===== src/rtl/ps2_kbd_ctrl_if.sv =====
// ---------------------------------------------------------------------------
// ps2_kbd_ctrl_if
// Handshake between a PS/2 receiver FIFO and the scan-code controller.
//   kbd_data     : scan-code byte. It is valid the cycle after rd_en.
//   kbd_ready    : FIFO is non-empty.
//   kbd_overflow : FIFO overflow indication.
//   rd_en        : one-cycle pop request from the controller.
// The master modport is the controller side. The slave modport is the FIFO side.
// ---------------------------------------------------------------------------
interface ps2_kbd_ctrl_if;
  logic [7:0] kbd_data;
  logic       kbd_ready;
  logic       kbd_overflow;
  logic       rd_en;

  modport master (
    input  kbd_data,
    input  kbd_ready,
    input  kbd_overflow,
    output rd_en
  );

  modport slave (
    output kbd_data,
    output kbd_ready,
    output kbd_overflow,
    input  rd_en
  );
endinterface


===== src/rtl/ps2_kbd_ctrl.sv =====
// ---------------------------------------------------------------------------
// ps2_kbd_ctrl
// Pops scan-code bytes from a PS/2 receiver FIFO and decodes E0 (extended)
// and F0 (break) prefixes into key events. It tracks the held key,
// suppresses typematic repeats and counts distinct key presses.
// Ports:
//   clk, clrn  : clock. clrn is an asynchronous, active-low reset.
//   kbd        : FIFO handshake (data, ready, overflow, rd_en).
//   key_valid  : one-cycle pulse. The event outputs are updated this cycle.
//   key_code   : final (non-prefix) code of the last event.
//   key_ext    : the last event carried an E0 prefix.
//   key_brk    : the last event was a break (key release).
//   key_held   : a key is currently held down.
//   press_cnt  : count of distinct key presses. It wraps.
//   err        : sticky flag for a receiver overflow.
//   clr_err    : synchronous clear of err. An overflow in the same cycle wins.
// Parameter PREFIX_TIMEOUT: number of cycles a pending prefix survives.
// ---------------------------------------------------------------------------
module ps2_kbd_ctrl #(
  parameter logic [23:0] PREFIX_TIMEOUT = 24'd5000000
) (
  input  logic               clk,
  input  logic               clrn,
  ps2_kbd_ctrl_if.master     kbd,
  output logic               key_valid,
  output logic [7:0]         key_code,
  output logic               key_ext,
  output logic               key_brk,
  output logic               key_held,
  output logic [7:0]         press_cnt,
  output logic               err,
  input  logic               clr_err
);

  typedef enum logic [1:0] {IDLE, POP, LATCH} state_t;

  state_t      state_q, state_d;
  logic        key_valid_q, key_valid_d;
  logic [7:0]  key_code_q, key_code_d;
  logic        key_ext_q, key_ext_d;
  logic        key_brk_q, key_brk_d;
  logic        held_q, held_d;
  logic [8:0]  held_key_q, held_key_d;   // {ext, code} of the held key
  logic [7:0]  press_cnt_q, press_cnt_d;
  logic        err_q, err_d;
  logic        pend_ext_q, pend_ext_d;
  logic        pend_brk_q, pend_brk_d;
  logic [23:0] timer_q, timer_d;

  always_ff @(posedge clk or negedge clrn) begin
    if (!clrn) begin
      state_q     <= IDLE;
      key_valid_q <= 1'b0;
      key_code_q  <= 8'h00;
      key_ext_q   <= 1'b0;
      key_brk_q   <= 1'b0;
      held_q      <= 1'b0;
      held_key_q  <= 9'h000;
      press_cnt_q <= 8'h00;
      err_q       <= 1'b0;
      pend_ext_q  <= 1'b0;
      pend_brk_q  <= 1'b0;
      timer_q     <= 24'h000000;
    end else begin
      state_q     <= state_d;
      key_valid_q <= key_valid_d;
      key_code_q  <= key_code_d;
      key_ext_q   <= key_ext_d;
      key_brk_q   <= key_brk_d;
      held_q      <= held_d;
      held_key_q  <= held_key_d;
      press_cnt_q <= press_cnt_d;
      err_q       <= err_d;
      pend_ext_q  <= pend_ext_d;
      pend_brk_q  <= pend_brk_d;
      timer_q     <= timer_d;
    end
  end

  always_comb begin
    state_d     = state_q;
    key_valid_d = 1'b0;
    key_code_d  = key_code_q;
    key_ext_d   = key_ext_q;
    key_brk_d   = key_brk_q;
    held_d      = held_q;
    held_key_d  = held_key_q;
    press_cnt_d = press_cnt_q;
    err_d       = err_q;
    pend_ext_d  = pend_ext_q;
    pend_brk_d  = pend_brk_q;
    timer_d     = timer_q;

    // An overflow has priority over a clear in the same cycle.
    if (kbd.kbd_overflow) begin
      err_d = 1'b1;
    end else if (clr_err) begin
      err_d = 1'b0;
    end

    // The prefix timer runs only while a prefix is pending. If a byte is
    // decoded in the same cycle, the decode below overrides the timer.
    if (pend_ext_q || pend_brk_q) begin
      if (timer_q >= PREFIX_TIMEOUT - 24'd1) begin
        pend_ext_d = 1'b0;
        pend_brk_d = 1'b0;
        timer_d    = 24'h000000;
      end else begin
        timer_d = timer_q + 24'd1;
      end
    end

    case (state_q)
      IDLE: begin
        if (kbd.kbd_ready) begin
          state_d = POP;
        end
      end
      POP: begin
        state_d = LATCH;
      end
      LATCH: begin
        state_d = IDLE;
        if (kbd.kbd_data == 8'hE0) begin
          pend_ext_d = 1'b1;
          timer_d    = 24'h000000;
        end else if (kbd.kbd_data == 8'hF0) begin
          pend_brk_d = 1'b1;
          timer_d    = 24'h000000;
        end else begin
          pend_ext_d = 1'b0;
          pend_brk_d = 1'b0;
          timer_d    = 24'h000000;
          if (pend_brk_q) begin
            key_valid_d = 1'b1;
            key_code_d  = kbd.kbd_data;
            key_ext_d   = pend_ext_q;
            key_brk_d   = 1'b1;
            // Releasing a key other than the held one leaves the held key unchanged.
            if (held_q && (held_key_q == {pend_ext_q, kbd.kbd_data})) begin
              held_d = 1'b0;
            end
          end else if (!(held_q && (held_key_q == {pend_ext_q, kbd.kbd_data}))) begin
            // A make for the already-held key is a typematic repeat and is dropped.
            key_valid_d = 1'b1;
            key_code_d  = kbd.kbd_data;
            key_ext_d   = pend_ext_q;
            key_brk_d   = 1'b0;
            held_d      = 1'b1;
            held_key_d  = {pend_ext_q, kbd.kbd_data};
            press_cnt_d = press_cnt_q + 8'd1;
          end
        end
      end
      default: begin
        state_d = IDLE;
      end
    endcase
  end

  assign kbd.rd_en = (state_q == POP);
  assign key_valid = key_valid_q;
  assign key_code  = key_code_q;
  assign key_ext   = key_ext_q;
  assign key_brk   = key_brk_q;
  assign key_held  = held_q;
  assign press_cnt = press_cnt_q;
  assign err       = err_q;

endmodule


===== src/flat_wrapper.sv =====
// flat-port wrapper written by rule: the top's interface ports become plain ports
module ps2_kbd_ctrl_flat 
#(
  parameter logic [23:0] PREFIX_TIMEOUT = 24'd5000000
)
  (clk, clrn, key_valid, key_code, key_ext, key_brk, key_held, press_cnt, err, clr_err, kbd_kbd_data, kbd_kbd_ready, kbd_kbd_overflow, kbd_rd_en);
  ps2_kbd_ctrl_if kbd_i ();
  input  logic clk;
  input  logic clrn;
  output logic key_valid;
  output logic [7:0] key_code;
  output logic key_ext;
  output logic key_brk;
  output logic key_held;
  output logic [7:0] press_cnt;
  output logic err;
  input  logic clr_err;
  input wire logic [$bits(kbd_i.kbd_data)-1:0] kbd_kbd_data;
  input wire logic [$bits(kbd_i.kbd_ready)-1:0] kbd_kbd_ready;
  input wire logic [$bits(kbd_i.kbd_overflow)-1:0] kbd_kbd_overflow;
  output wire logic [$bits(kbd_i.rd_en)-1:0] kbd_rd_en;
  assign kbd_i.kbd_data = kbd_kbd_data;
  assign kbd_i.kbd_ready = kbd_kbd_ready;
  assign kbd_i.kbd_overflow = kbd_kbd_overflow;
  assign kbd_rd_en = kbd_i.rd_en;
  ps2_kbd_ctrl #(.PREFIX_TIMEOUT(PREFIX_TIMEOUT)) u_core (.clk(clk), .clrn(clrn), .kbd(kbd_i), .key_valid(key_valid), .key_code(key_code), .key_ext(key_ext), .key_brk(key_brk), .key_held(key_held), .press_cnt(press_cnt), .err(err), .clr_err(clr_err));
endmodule

===== config.mk =====
export PLATFORM = sky130hd
export DESIGN_NAME = ps2_kbd_ctrl_flat
export DESIGN_NICKNAME = d
export VERILOG_FILES = /design/src/rtl/ps2_kbd_ctrl_if.sv /design/src/rtl/ps2_kbd_ctrl.sv /design/src/flat_wrapper.sv
export SDC_FILE = /design/constraint.sdc
export NUM_CORES = 1
export LEC_CHECK = 0
export CORE_ASPECT_RATIO = 0.9
export CORE_MARGIN = 3
export CORE_UTILIZATION = 55
export CTS_CLUSTER_DIAMETER = 60
export DETAILED_ROUTE_END_ITERATION = 8
export DONT_BUFFER_PORTS = 1
export GPL_TIMING_DRIVEN = 1
export PLACE_DENSITY = 0.8
export SETUP_SLACK_MARGIN = 0.1
export SLEW_MARGIN = 20
export SYNTH_ARGS = -nofsm -noshare
export SYNTH_HDL_FRONTEND = slang
export SYNTH_SLANG_ARGS = --single-unit

===== constraint.sdc =====
create_clock -name clk -period 3 [get_ports clk]
set_clock_uncertainty 0.2 [all_clocks]
set_input_delay 0.15 -clock clk [delete_from_list [all_inputs] [get_ports clk]]
set_output_delay 0.15 -clock clk [all_outputs]
set_load 0.05 [all_outputs]

==> metrics.md, run 1 <==
| Metric | Value |
|---|---|
| Period utilization | 84.3% |
| Tmin final | 2.53 ns |
| Synth top cells by count | 58 x dfrtp_1, 34 x nor2_1, 25 x xor2_1, 18 x nand3_1, 17 x nand2_1 |
| Register area share after synthesis | 52.3% |
| Post-CTS Setup Inserts | 0 |
| Avg Inst Size Synth | 11.1 µm² |
| Synth cell types | 39 |
| DRC | 0 |
| Dpl ws | 0.529 ns |
| Largest net degree at the start of global routing | 59 |
| CP arrival | 2.54 ns |
| Std-Cell Rows | 23 |
| CTS buffer count | 9 |
| Die area | 0.00594 mm² |
| Critical path class | register to register |
| DR top layer | met4 |
| Worst Hold Class | input port to register |
| Setup TNS | 0 ns |
| DP Area | 0.00283 mm² |
| Avg Vias per Cell | 5.86 |
| Synth area leader | dfrtp_1 |
| Antenna violations before repair | 0 |
| Seq cells post-synth | 58 |
| Via count | 1,963 |
| Synth Cell Area | 0.00278 mm² |
| Cells after Synth | 249 |
| Max Freq | 0.396 GHz |
| Max Transition Viols Final | 0 |
| Port-buffer cells | 0 |
| Met1 wire length | 2.55 mm |
| Global-route wire length before repair | 9.89 mm |
| Vias in the first global route | 1,987 |
| Largest fanout on the critical path | 11 |
| Synth warnings | 0 |
| TritonCTS Sinks | 58 |
| Power, Total | 0.00269 W |
| Worst-path clk slew | 0.06 ns |
| Met2 WL | 2.73 mm |
| Clk_lat worst skew | 0.33 ns |
| Share of the synthesized area in the top cell type | 52.3% |
| NumNets Final | 284 |
| Die Width | 80.9 µm |
| FFs w/ async S/R, synth | 100% |
| Root buf cell | clkbuf_8 |
| Max_cap viols | 0 |
| Post-DP HPWL | 3.50 mm |
| Total gr overflow | 0 |
| Drt initial violations | 190 |
| Leakage power | 1.41 nW |
| Setup-failing EPs final | 0 |
| Post-route ant nets | 0 |
| Share of cells above drive strength 1 | 15.8% |
| WL/cell | 17.3 µm |
| Post-Syn Nets | 264 |
| PostCTS Resize Cnt | 0 |
| Number of enable flip-flop cells after synthesis | 0 |
| CTS Hold Bufs | 13 |
| Top FF cell, synth | dfrtp_1 |
| Normalized max-slew margin | 37.4% |
| CP Launch Type | register |
| Worst slew pin tran | 0.937 ns |
| Starting Density | 59.5% |
| P&R area growth vs syn | 14.5% |
| H-tree Lvls | 3 |
| Met3 WL | 417 µm |
| Final wirelength | 5.79 mm |
| Peak supply drop | 574 µV |
| Top post-synthesis cells by area | dfrtp_1 52%, xor2_1 7.9%, mux2_2 6.5% |
| Initial DRT Pass Iterations | 4 |
| Number of diodes | 0 |
| Routability-driven placement congestion ratio | 0.811 |
| Count leader, synth | dfrtp_1 |
| Overall Global Routing Usage | 22.2% |
| CP required | 3.01 ns |
| Status | completed |
| CTS tree | done |
| Die H | 73.4 µm |
| Core Region | 0.00466 mm² |
| RSZ-0062 raised after global routing | false |
| Fill count | 335 |
| Critical Path End Type | register |
| Final instance area | 0.00318 mm² |
| CTS Buffer Depth | 2 |
| IO Count | 35 |
| Final worst slack | 0.472 ns |
| Pwr/cell area | 845 mW/mm² |
| Final hold violation count | 0 |
## critical path: stages, from the launching register on
cell and delay, ns:
dfrtp_1 0.44, xor2_1 0.18, nor4_1 0.29, nand4_1 0.27, buf_4 0.24, nand2_1 0.38, mux2_2 0.40
## where the power goes
part	internal [W]	total [W]	switching, W
logic	0.000236	0.000470	0.000234
clock network	0.000446	0.000736	0.000290
registers	0.000967	0.00148	0.000514
## metal layers
metal,up-vias,global-route usage (%)
met3,8,7.35
met1,970,29.5
li1,917,-
met5,-,0
met4,0,7.88
met2,68,34.1
## cells by family (layout without fill, tap and decap cells)
logic type                 count (synthesis)  count (layout)  synth area share (%)
muxes                                     16              16                  6.49
AOI/OAI and AO/OA                         24              24                  8.43
buffers and inverters                     10              34                  2.21
adders and majority gates                  2               2                 0.902
and+or+nand+nor                          103             103                  18.3
DFF                                       58              58                  52.3
xor gates and xnor gates                  36              36                  11.4
## final cells by class
cell class	instances	area, µm²	area share [%]
clock buffers	13	169	5.32
clock inverters	2	35.0	1.10
inverters	3	11.3	0.354
multi-input cells	181	1260	39.7
flip-flops and latches	58	1450	45.7
well taps	62	77.6	2.44
repair buffers	16	170	5.36
## layout by cell type (no fill, tap or decap), drive strengths merged, types with 4 or more instances in the layout
master	Yosys	final
dfrtp	58	58
xnor2	11	11
nand4	8	8
a31oi	4	4
buf	7	4
xor2	25	25
nand2	17	17
o21ai	4	4
nor2	36	36
nor4	4	4
mux2	16	16
nand3	18	18
and3	6	6
dlygate4sd3	0	12
clkbuf	0	13
## final timing paths
path                       slack [ns]  depth (start not counted)                          endpoint                     startpoint
setup / recovery                 0.47                          6  u_core.held_key_q[2]$_DFFE_PN0P_    u_core.pend_ext_q$_DFF_PN0_
hold / removal                   0.08                          3       u_core.key_held$_DFFE_PN0P_                kbd_kbd_data[5]
setup reg to reg                 0.47                          6  u_core.held_key_q[2]$_DFFE_PN0P_    u_core.pend_ext_q$_DFF_PN0_
hold reg to reg                  0.29                          1     u_core.state_q[0]$_DFFE_PN0P_  u_core.state_q[0]$_DFFE_PN0P_
max in group asynchronous        2.21                          2  u_core.held_key_q[0]$_DFFE_PN0P_                           clrn
min in group asynchronous        0.15                          2   u_core.press_cnt[4]$_DFFE_PN0P_                           clrn
## per-stage QoR
stage               util [%]  hold slack [ns]  cells
detailed placement      60.6           -0.344    307
global placement        60.6           -0.344    307
floorplan                  -           -0.346    249
global route            68.1            0.146    335
finish                  68.1           0.0810    335
CTS                     68.1           0.0554    335
## sequential cells by signal, summed over array words and instances, names as in the netlist
name	cells
u_core.timer_q	24
u_core.held_key_q	9
u_core.key_code	8
u_core.press_cnt	8
u_core.state_q	2
u_core.err	1
u_core.key_brk	1
u_core.key_ext	1
u_core.key_held	1
u_core.key_valid	1
u_core.pend_brk_q	1
u_core.pend_ext_q	1
(Power assumes the default switching activity.)
==> run 2, diff against run 1 <==
clock period = 2.55 ns   (was 3 ns; I/O delays follow)
==> run 2 against run 1 <==
  * Global-route usage up 0.33 points
  * Sequential power up 14%
  * Die area unchanged
  * Critical path type unchanged
==> metrics.md, run 2 (synthesis gave the netlist of run 1 again) <==
| Metric | Value |
|---|---|
| Status | completed |
| Most common cell after layout, fill and taps aside | dfrtp_1 |
| Std-Cell Rows | 23 (unchanged) |
| Port-buffer cells | 0 (unchanged) |
| Drt initial violations | 151 (-21%) |
| Hold Crit Endpoint | u_core.key_held$_DFFE_PN0P_ |
| Core Region | 0.00466 mm² (unchanged) |
| Min-delay src | kbd_kbd_data[6] |
| Initial DRT Pass Iterations | 4 (unchanged) |
| Leakage power | 1.46 nW (+3.8%) |
| Reg2Reg Launch Point | u_core.pend_ext_q$_DFF_PN0_ |
| Final core utilization | 69.9% (+1.8 points) |
| Setup TNS | 0 ns (unchanged) |
| Starting Density | 59.5% (unchanged) |
| Antenna violations before repair | 0 (unchanged) |
| IO Count | 35 (unchanged) |
| Avg Vias per Cell | 5.75 (-1.9%) |
| CTS Buffer Depth | 2 (unchanged) |
| P&R area growth vs syn | 17.4% |
| CP required | 2.58 ns (-0.43 ns) |
| Peak supply drop | 817 µV (+42%) |
| NumNets Final | 295 (+3.9%) |
| Die Width | 80.9 µm (unchanged) |
| Critical Path End Type | register |
| CTS buffer count | 9 (unchanged) |
| R2R cell count | 5 (-1) |
| Final worst slack | 0.136 ns (-0.336 ns) |
| Worst R2R Setup Slack | 0.14 ns (-0.34 ns) |
| Commonest cells after routing, fill and taps aside | 58 x dfrtp_1, 34 x nor2_1, 25 x xor2_1 |
| TritonCTS Sinks | 58 (unchanged) |
| Share of cells above drive strength 1 | 19.6% (+3.9 points) |
| CTS tree | done |
| Dpl ws | 0.231 ns (-0.298 ns) |
| Critical path class | register to register |
| Post-DP HPWL | 3.73 mm (+6.4%) |
| WL/cell | 17.6 µm (+1.7%) |
| Setup-failing EPs final | 0 (unchanged) |
| CP arrival | 2.44 ns (-0.10 ns) |
| Period utilization | 94.7% (+10 points) |
| DRC | 0 (unchanged) |
| Worst Hold Class | input port to register |
| Hold Crit Depth | 3 (unchanged) |
| Routability-driven placement congestion ratio | 0.816 (+0.51%) |
| Top flop regs | u_core.timer_q x24, u_core.held_key_q x9 |
| Number of flip-flops in the largest register | 24 (unchanged) |
| Clk_lat worst skew | 0.34 ns (about the same) |
| H-tree Lvls | 3 (unchanged) |
| RSZ-0062 raised after global routing | true |
| Final wirelength | 6.10 mm (+5.3%) |
| Worst-path clk slew | 0.07 ns (about the same) |
| Max Transition Viols Final | 0 (unchanged) |
| Top reg by flops | u_core.timer_q |
| Worst slew pin tran | 0.596 ns (-0.341 ns) |
| Pwr/cell area | 986 mW/mm² (+17%) |
| Max_cap viols | 0 (unchanged) |
| Normalized max-slew margin | 59.8% (+22 points) |
| Total gr overflow | 0 (unchanged) |
| Vias in the first global route | 2,010 (+1.2%) |
| Largest net degree at the start of global routing | 59 (unchanged) |
| Via count | 1,995 (+1.6%) |
| Number of diodes | 0 (unchanged) |
| Root buf cell | clkbuf_8 |
| Max Freq | 0.414 GHz (+4.7%) |
| Worst flop-to-flop path endpoint | u_core.key_code[5]$_DFFE_PN0P_ |
| CP Launch Type | register |
| Die H | 73.4 µm (unchanged) |
| Overall Global Routing Usage | 22.5% (+0.33 points) |
| Largest fanout on the critical path | 10 (-1) |
| Final hold violation count | 0 (unchanged) |
| Fill count | 339 (+1.2%) |
| Tmin final | 2.41 ns (-0.114 ns) |
| Global-route wire length before repair | 9.95 mm (+0.63%) |
| Die area | 0.00594 mm² (unchanged) |
| Post-route ant nets | 0 (unchanged) |
## run 2: cell types whose count changed in the layout (fill, tap and decap cells not counted), sizes merged
cell      previous run  this run
clkinvlp             0         1
clkbuf              13        11
buf                  4        15
clkinv               1         3
## run 2: worst max path at each step
| stage | startpoint | cells after the start | to | slack [ns] |
|---|---|---|---|---|
| final | u_core.pend_ext_q$_DFF_PN0_ | 5 | u_core.key_code[5]$_DFFE_PN0P_ | 0.14 |
| after global routing | u_core.pend_ext_q$_DFF_PN0_ | 5 | u_core.key_code[5]$_DFFE_PN0P_ | 0.07 |
| after CTS | u_core.pend_ext_q$_DFF_PN0_ | 5 | u_core.key_code[7]$_DFFE_PN0P_ | 0.22 |
| after detailed placement | u_core.pend_ext_q$_DFF_PN0_ | 5 | u_core.key_ext$_DFFE_PN0P_ | 0.23 |
| after global placement | u_core.pend_ext_q$_DFF_PN0_ | 5 | u_core.key_code[4]$_DFFE_PN0P_ | 0.29 |
| after floorplan | u_core.pend_ext_q$_DFF_PN0_ | 6 | u_core.key_code[2]$_DFFE_PN0P_ | 0.52 |
## run 2: stage by stage
stage	area (µm²)	std cells	hold slack, ns	power, W
floorplan	2780	249	-0.368	0.00212
global placement	2890	316	-0.367	0.00226
detailed placement	2890	316	-0.367	0.00230
CTS	3240	345	0.00457	0.00321
global route	3260	347	0.120	0.00337
finish	3260	347	0.0212	0.00321
## run 2: final cells by class
type,count,area (µm²),area share [%]
Inverter,3,11.3,0.345
Multi-Input combinational cell,181,1260,38.7
Tap cell,62,77.6,2.38
Clock inverter,5,52.6,1.61
Sequential cell,58,1450,44.5
Clock buffer,11,151,4.64
Timing Repair Buffer,27,253,7.75
## run 2: routing by layer
metal	GRT usage, %	part of all wire (%)	vias up
met4	9.76	1.5	0
li1	-	-	936
met3	6.99	7.6	8
met2	36.2	47	63
met5	0	0	-
met1	28.1	44	988
## run 2: what timing repair did
item / in CTS / in global routing
hold buffers: 13 / 0
endpoints found under the setup margin: 0 / 6
setup buffers: 0 / 2
gates resized for setup: 0 / 0
endpoints found under the hold margin: 79 / 0
## run 2: worst max-delay path, cell delays in order (launching register included)
cell	delay, ns
dfrtp_1	0.46
xor2_1	0.19
nor4_1	0.38
nand4_1	0.30
o21ai_4	0.38
mux2_2	0.39
## run 2: power by group
| group | internal [W] | switching, W |
|---|---|---|
| sequential | 0.00114 | 0.000542 |
| clock | 0.000499 | 0.000367 |
| combinational | 0.000322 | 0.000347 |
| total | 0.00196 | 0.00126 |
==> run 3, diff against run 2 <==
SETUP_SLACK_MARGIN = 0.15   (was 0.1)
==> run 3 against run 2 <==
  * Die area stayed put
  * Clock power is 0.5% lower
  * Largest power group unchanged
  * Register-to-register slack better by 0.07 ns
  * Critical endpoint is now u_core.held_key_q[5]$_DFFE_PN0P_
==> metrics.md, run 3 (synthesis gave the netlist of run 1 again) <==
| Metric | Value |
|---|---|
| Pwr/cell area | 977 mW/mm² (-0.96%) |
| Total gr overflow | 0 (unchanged) |
| Root buf cell | clkbuf_8 |
| Via count | 2,019 (+1.2%) |
| Max Transition Viols Final | 0 (unchanged) |
| Max_cap viols | 0 (unchanged) |
| Top reg by flops | u_core.timer_q |
| Setup-failing EPs final | 0 (unchanged) |
| CP Launch Type | register |
| Tmin final | 2.34 ns (-0.0739 ns) |
| WL/cell | 17.4 µm (-1.2%) |
| Clk_lat worst skew | 0.34 ns (about the same) |
| Number of diodes | 0 (unchanged) |
| Critical path class | register to register |
| Starting Density | 59.5% (unchanged) |
| Power, Total | 0.00322 W (about the same) |
| Avg Vias per Cell | 5.75 (about the same) |
| CTS tree | done |
| Fill count | 340 (+0.29%) |
| P&R area growth vs syn | 18.7% |
| Final hold violation count | 0 (unchanged) |
| Setup TNS | 0 ns (unchanged) |
| Die H | 73.4 µm (unchanged) |
| Cell Chain, Critical Path | xor2_1 > nor4_2 > nand4_1 > buf_4 > nand2_1 > buf_4 > mux2_2 |
| Crit-path most repeated cell | buf_4 |
| Crit-path slowest cell | dfrtp_1 |
| Post-DP HPWL | 3.73 mm (unchanged) |
| Leakage power | 1.48 nW (+1.1%) |
| Initial DRT Pass Iterations | 4 (unchanged) |
| Largest net degree at the start of global routing | 59 (unchanged) |
| Status | completed |
| NumNets Final | 299 (+1.4%) |
| Final wirelength | 6.10 mm (about the same) |
| Number of flip-flops in the largest register | 24 (unchanged) |
| RSZ-0062 raised after global routing | false |
| Commonest cells after routing, fill and taps aside | 58 x dfrtp_1, 34 x nor2_1, 25 x xor2_1 |
| CP required | 2.57 ns (about the same) |
| Critical Path End Type | register |
| Max Freq | 0.427 GHz (+3.2%) |
| Most common cell after layout, fill and taps aside | dfrtp_1 |
| Global-route wire length before repair | 9.95 mm (unchanged) |
| Layout Cells excl Fill | 351 (+1.2%) |
| Drt initial violations | 169 (+12%) |
| WHS | 0.0210 ns (-0.000270 ns) |
| Share of cells above drive strength 1 | 21.1% (+1.5 points) |
| Core Region | 0.00466 mm² (unchanged) |
| Routability-driven placement congestion ratio | 0.816 (unchanged) |
| CTS buffer count | 9 (unchanged) |
| Port-buffer cells | 0 (unchanged) |
| CP arrival | 2.36 ns (-0.08 ns) |
| Worst slew pin tran | 0.569 ns (-0.0267 ns) |
| CTS Buffer Depth | 2 (unchanged) |
| Period utilization | 91.8% (-2.9 points) |
| Slowest stage delay, CP | 0.40 ns (-0.06 ns) |
| TritonCTS Sinks | 58 (unchanged) |
| Vias in the first global route | 2,010 (unchanged) |
| IO Count | 35 (unchanged) |
| Normalized max-slew margin | 61.6% (+1.8 points) |
| Die area | 0.00594 mm² (unchanged) |
| DRC | 0 (unchanged) |
| Antenna violations before repair | 0 (unchanged) |
| Worst Hold Class | input port to register |
| Top flop regs | u_core.timer_q x24, u_core.held_key_q x9 |
| Post-route ant nets | 0 (unchanged) |
| Largest fanout on the critical path | 5 (-5) |
| Die Width | 80.9 µm (unchanged) |
| Std-Cell Rows | 23 (unchanged) |
| Inst Count DP | 316 (unchanged) |
| Peak supply drop | 789 µV (-3.5%) |
| Worst-path clk slew | 0.06 ns (about the same) |
| H-tree Lvls | 3 (unchanged) |
| Overall Global Routing Usage | 22.5% (unchanged) |
[run 3: changes by cell type in the layout (fill, tap and decap cells not counted)]
cell    change
buf_4       +3
nor4_2      +1
buf_2       +1
nor4_1      -1
[run 3: report_power, final]
part           total (W)  switching, W  internal [W]
clock network   0.000862      0.000364      0.000499
registers        0.00168      0.000538       0.00114
logic           0.000678      0.000350      0.000329
[run 3: final cells by class]
type	instances	area [µm²]	share of cell area, %
multi-input cells	181	1270	38.5
flip-flops and latches	58	1450	44.1
well taps	62	77.6	2.36
repair buffers	31	280	8.51
inverters	3	11.3	0.342
clock inverters	5	52.6	1.60
clock buffers	11	151	4.60
[run 3: final timing paths]
path / cells past startpoint / slack, ns / start / to
setup / recovery: 7 / 0.21 / u_core.held_key_q[5]$_DFFE_PN0P_ / u_core.held_key_q[5]$_DFFE_PN0P_
min in group asynchronous: 2 / 0.11 / clrn / u_core.press_cnt[7]$_DFFE_PN0P_
max in group asynchronous: 2 / 1.79 / clrn / u_core.timer_q[16]$_DFFE_PN0P_
setup reg to reg: 7 / 0.21 / u_core.held_key_q[5]$_DFFE_PN0P_ / u_core.held_key_q[5]$_DFFE_PN0P_
hold reg to reg: 1 / 0.29 / u_core.state_q[0]$_DFFE_PN0P_ / u_core.state_q[0]$_DFFE_PN0P_
hold / removal: 3 / 0.02 / kbd_kbd_data[6] / u_core.key_held$_DFFE_PN0P_
[run 3: what timing repair did]
| action | in CTS | in global routing |
|---|---|---|
| resized for setup | 0 | 1 |
| setup buffers | 0 | 6 |
| endpoints found under the setup margin | 0 | 15 |
| hold buffers | 13 | 0 |
| hold endpoints to repair | 79 | 0 |
[run 3: worst max-delay path, delay by kind of cell, from the launching register on]
kind,cells,cell delay [ns]
xor+xnor,1,0.15
buf+inv,2,0.41
flops,1,0.40
mux,1,0.34
simple gates,3,0.71
[run 3: routing by layer]
layer,GRT usage (%),vias to the layer above,part of all wire [%]
met4,9.76,0,1.4
li1,-,945,-
met1,28.1,999,45
met3,6.99,6,6.9
met2,36.2,69,47
met5,0,-,0
[run 3: metrics by stage]
| step | worst slack [ns] | cell area, µm² | utilization (%) |
|---|---|---|---|
| 2_1_floorplan | 0.516 | 2780 | - |
| 3_3_place_gp | 0.292 | 2890 | 62.1 |
| 3_5_place_dp | 0.231 | 2890 | 62.1 |
| 4_1_cts | 0.216 | 3240 | 69.6 |
| 5_1_grt | 0.0606 | 3290 | 70.6 |
| 6_report | 0.210 | 3290 | 70.6 |
